**src/rtl/rrf.sv**
```systemverilog
// Retirement register file (committed rename map).
//
// Holds the architectural-to-physical map as of the last retired group and
// reports which physical registers were released by each commit lane.
//
// Ports
//   clk, rst          clock; synchronous active-high reset
//   from_rob_valid    per-lane commit strobe, lane 0 oldest
//   from_rob_rd_phy   per-lane committed destination physical register
//   from_rob_rd_arch  per-lane committed destination architectural register
//   backend_flush     mispredict flush (does not affect this block's state)
//   to_fl_valid       per-lane free-list push, one cycle after the commit
//   to_fl_phy         per-lane freed physical register
//   rrf_map           committed map including this cycle's commits (comb)

module rrf_lane #(
  parameter int ARF_DEPTH = 32,
  parameter int ARF_IDX   = 5,
  parameter int PRF_IDX   = 6
) (
  input  logic [ARF_DEPTH-1:0][PRF_IDX-1:0] map_in,
  input  logic                              valid,
  input  logic [ARF_IDX-1:0]                arch,
  input  logic [PRF_IDX-1:0]                phy,
  output logic [ARF_DEPTH-1:0][PRF_IDX-1:0] map_out,
  output logic                              free_vld,
  output logic [PRF_IDX-1:0]                free_phy
);
  // x0 is hardwired: never remapped, never frees anything.
  always_comb begin
    map_out  = map_in;
    free_vld = valid && (arch != '0);
    free_phy = map_in[arch];
    if (free_vld) map_out[arch] = phy;
  end
endmodule

module rrf #(
  parameter int ID_WIDTH  = 2,
  parameter int ARF_DEPTH = 32,
  parameter int PRF_DEPTH = 64,
  parameter int ARF_IDX   = $clog2(ARF_DEPTH),
  parameter int PRF_IDX   = $clog2(PRF_DEPTH)
) (
  input  logic                              clk,
  input  logic                              rst,
  input  logic [ID_WIDTH-1:0]               from_rob_valid,
  input  logic [ID_WIDTH-1:0][PRF_IDX-1:0]  from_rob_rd_phy,
  input  logic [ID_WIDTH-1:0][ARF_IDX-1:0]  from_rob_rd_arch,
  input  logic                              backend_flush,
  output logic [ID_WIDTH-1:0]               to_fl_valid,
  output logic [ID_WIDTH-1:0][PRF_IDX-1:0]  to_fl_phy,
  output logic [ARF_DEPTH-1:0][PRF_IDX-1:0] rrf_map
);
  // Freed registers are dead whether or not the group flushes, and the
  // flushing branch itself retires, so flush has no effect here.
  logic flush_unused;
  assign flush_unused = backend_flush;

  logic [ARF_DEPTH-1:0][PRF_IDX-1:0] map_q;
  logic [ARF_DEPTH-1:0][PRF_IDX-1:0] chain [ID_WIDTH+1];
  logic [ID_WIDTH-1:0]               free_vld;
  logic [ID_WIDTH-1:0][PRF_IDX-1:0]  free_phy;

  assign chain[0] = map_q;

  // Lane k sees the map as left by lanes 0..k-1, which gives same-arch
  // lanes in one group the correct oldest-to-youngest free ordering.
  for (genvar k = 0; k < ID_WIDTH; k++) begin : g_lane
    rrf_lane #(
      .ARF_DEPTH(ARF_DEPTH), .ARF_IDX(ARF_IDX), .PRF_IDX(PRF_IDX)
    ) u_lane (
      .map_in  (chain[k]),
      .valid   (from_rob_valid[k]),
      .arch    (from_rob_rd_arch[k]),
      .phy     (from_rob_rd_phy[k]),
      .map_out (chain[k+1]),
      .free_vld(free_vld[k]),
      .free_phy(free_phy[k])
    );
  end

  assign rrf_map = chain[ID_WIDTH];

  always_ff @(posedge clk) begin
    if (rst) begin
      for (int i = 0; i < ARF_DEPTH; i++) map_q[i] <= PRF_IDX'(i);
      to_fl_valid <= '0;
      to_fl_phy   <= '0;
    end else begin
      map_q       <= chain[ID_WIDTH];
      to_fl_valid <= free_vld;
      to_fl_phy   <= free_phy;
    end
  end
endmodule

```
**config.mk**
```make
export PLATFORM = sky130hd
export DESIGN_NAME = rrf
export DESIGN_NICKNAME = d
export VERILOG_FILES = /design/src/rtl/rrf.sv
export SDC_FILE = /design/constraint.sdc
export NUM_CORES = 1
export LEC_CHECK = 0
export BUFFER_PORTS_ARGS = -buffer_cell sky130_fd_sc_hd__buf_4
export CAP_MARGIN = 40
export CORE_ASPECT_RATIO = 0.9
export CORE_MARGIN = 2
export CORE_UTILIZATION = 50
export DETAILED_ROUTE_END_ITERATION = 16
export GPL_TIMING_DRIVEN = 0
export PLACE_DENSITY = 0.76
export SLEW_MARGIN = 20
export SYNTH_ARGS = -nofsm -noshare
export SYNTH_HDL_FRONTEND = slang
export SYNTH_HIERARCHICAL = 1
export SYNTH_SLANG_ARGS = --single-unit
export TNS_END_PERCENT = 1
```
**constraint.sdc**
```tcl
create_clock -name clk -period 2.1 [get_ports clk]
set_clock_uncertainty 0.1 [all_clocks]
set_input_delay 0.21 -clock clk [delete_from_list [all_inputs] [get_ports clk]]
set_output_delay 0.21 -clock clk [all_outputs]
set_load 0.02 [all_outputs]
```
==> qor.yml <==
clocking:
  cts_root_buf: "clkbuf_16"
  cts_buffers: 24
  clock-sinks: 206
  clock_path_buffers: 3
  cts_htree_levels: 1
  clkSlewWorstSetupHoldPaths_ns: 0.06
  clkLatencyLatePin_ns: 0.54
  cts_tree: "done"
drt:
  drtIter0Drc: 1529
  dr.pass1.iters: 7
  antenna_left: 0
  drcViolationCount: 0
  vias: 13200
  drt_wl_total_um: 64400
  vias_per_cell: 6.44
  wl_per_cell_um: 31.4
sta:
  grt_setup_unrepaired: "true"
  finalHoldWorstSlack_ns: 0.0607
  relSlewSlack_pct: 35.0
  worst_slew_pin_slew_ns: 0.975
  hold_viol: 0
  post-route-worst-setup-slack_ns: -0.112
  fin_crit_sh_pct: 105
  finalMaxSlewViolations: 0
  setup_viol_count_final: 119
  fmax_mhz: 452
  period_needed_ns: 2.21
global_routing:
  grtUsageMet1_pct: 57.6
  grt.total_usage_pct: 41.8
  use_met3_pct: 12.3
  gr-total-overflow: 0
  grt_max_degree: 13
  grt_pass1_wl_um: 89300
  antenna_found_initial: 3
  grt_use_met2_pct: 60.9
  grt.busiest_layer: "met2"
  grt_pass1_vias: 12700
cells_and_area:
  layout-drive-gt1-share_pct: 51.7
  final_cell_mix: "mux2_2 (263), dfxtp_1 (206), buf_4 (195)"
  nets: 1699
  final_common_cell: "mux2_2"
  n_fill_cell: 2167
  final_cells: 2048
  synthToLayoutAreaGrowth_pct: 35.8
die:
  rows: 58
  die_x_um: 180
  io_pins: 233
  dieArea_um2: 29300
  start_util_pct: 50.5
  coreArea_um2: 27700
  die_y_um: 163
setup_path:
  cpMostUsedCell: "buf_4"
  crit_type: "in2out"
  r2r-end: "to_fl_phy[9]"
  cp_max_fo: 10
  cp-end-kind: "output pin"
  critPathArrivalTime_ns: 1.90
  reg2reg_from: "chain[417]"
  slowest_stage: "mux2_2"
  crit_path_start_kind: "input port"
  required_ns: 1.79
  crit_buf_inv: 3
  max_stage_delay_ns: 0.42
  reg2regPathDepth: 6
  path_cells: "buf_4, buf_4, nor2_1, nand3_1, mux2_2, buf_4"
  r2r_slack_ns: 0.13
  critPathTopFamily: "simple AND/OR/NAND/NOR gates"
placement:
  dp_hpwl_um: 48900
  dp_slack_ns: -1.52
  numPlacedInstances: 1956
  port_buffers: 229
  place_congestion: 1.02
synthesis:
  ys_ff_latch: 206
  syn-instance-count: 1365
  synthFlopType: "dfxtp_1"
  synthAdderAreaFrac_pct: 0
  syn_area_per_cell_um2: 10.2
  yosysWarnings: 6
  synth_xor_area_share_pct: 0
  synth-compound-area-share_pct: 5.13
  synth_area_um2: 14000
  synthMuxAreaShare_pct: 43.7
  synth_top_family_by_area: "multiplexers"
  ys_async_sr_fraction_pct: 0
  syn_nets: 1392
  synth_cell_types: 46
  yosys.area_share.simple_pct: 17.1
  synth_edf_count: 0
  yosysSeqAreaShare_pct: 29.5
power:
  leakage_nw: 8.09
  power_w: 0.0104
  pwr_density_cell_nw_per_um2: 546
  peakVddDrop_uv: 600
hold_path:
  hold_path_depth: 3
  hp-start: "from_rob_valid[1]"
  hp-class: "in2reg"
  holdPathEnd: "to_fl_valid[1]"
run_status:
  violations: "setup timing"
  status: "finished, violations left"
job:
  drv_cap: 0
[cell families after synthesis]
| logic type | count (synthesis) |
|---|---|
| compound gates | 104 |
| buf+inv | 122 |
| flops | 206 |
| mux | 564 |
| simple gates | 369 |
[Yosys cell counts (all sizes together), types with 3 or more instances]
cell,instances,area share [%]
nor2,32,1.3
dfxtp,206,29
o22ai,48,2.1
mux2,372,30
buf,66,3.0
a22oi,48,2.6
nand2,34,1.1
nor4,12,0.54
nand3,26,1.2
a31oi,6,0.27
nor2b,121,5.4
nor3,5,0.42
and2b,15,0.82
nand4,9,0.51
nand2b,3,0.19
nand4bb,6,0.48
mux2i,192,14
or2,82,3.7
clkbuf,56,1.5
or4b,4,0.29
and3,8,0.36
nand4b,5,0.31
[layer usage]
metal | wire length (um) | vias to the layer above
met3 | 7310 | 127
met2 | 27400 | 883
met5 | 24 | -
met4 | 2730 | 2
met1 | 26900 | 6621
li1 | - | 5564
[how the worst max path moves through the flow]
stage	cells after the start	from	end	slack (ns)
2_1_floorplan	9	from_rob_rd_arch[1]	to_fl_phy[11]	-0.09
3_3_place_gp	10	from_rob_rd_arch[1]	to_fl_phy[7]	-1.79
3_5_place_dp	10	from_rob_rd_arch[1]	to_fl_phy[9]	-1.52
4_1_cts	7	from_rob_rd_arch[1]	rrf_map[149]	-0.05
5_1_grt	9	from_rob_rd_arch[2]	rrf_map[21]	-0.11
6_report	6	from_rob_rd_arch[8]	rrf_map[107]	-0.11
[power by group]
group / switching, W / internal (W) / total (W)
Combinational: 0.00125 / 0.000790 / 0.00204
Clock: 0.00177 / 0.00253 / 0.00431
Sequential: 0.0000361 / 0.00398 / 0.00402
[worst reg2reg max path, stage by stage, from the launching register on]
cell and delay [ns]:
dfxtp_1 0.32, mux2_2 0.29, mux2i_1 0.49, o22ai_1 0.17, nor4_1 0.19, nand2_1 0.13, nor2b_1 0.15
[through the flow]
step           utilization, %  setup TNS [ns]  area (um2)
2_1_floorplan               -          -0.682       14000
3_3_place_gp             58.4         -162.77       16200
3_5_place_dp             58.4         -166.87       16200
4_1_cts                  66.2           -1.64       18400
5_1_grt                  68.5           -7.41       19000
6_report                 68.5           -4.51       19000
[sequential cells by signal, summed over array words and instances (netlist names)]
signal and count:
to_fl_valid 2, chain 192, to_fl_phy 12
[area by class of cell]
| class | instances | area [um2] | area share [%] |
|---|---|---|---|
| multi-input combinational | 1037 | 10300 | 54.3 |
| clock inverter | 3 | 17.5 | 0.0922 |
| clock buffer | 38 | 785 | 4.13 |
| antenna | 1 | 2.50 | 0.0132 |
| sequential | 206 | 4120 | 21.7 |
| tap | 360 | 450 | 2.37 |
| timing repair buffer | 282 | 2590 | 13.6 |
| buffer | 121 | 712 | 3.75 |
[timing repair]
| item | CTS | global route |
|---|---|---|
| pin swaps | 31 | 23 |
| endpoints found under the setup margin | 214 | 191 |
| buffers inserted | 28 | 7 |
| hold endpoints to repair | 9 | 0 |
| resized for setup | 240 | 108 |
| hold buffers | 8 | 0 |
(Power assumes the default switching activity.)
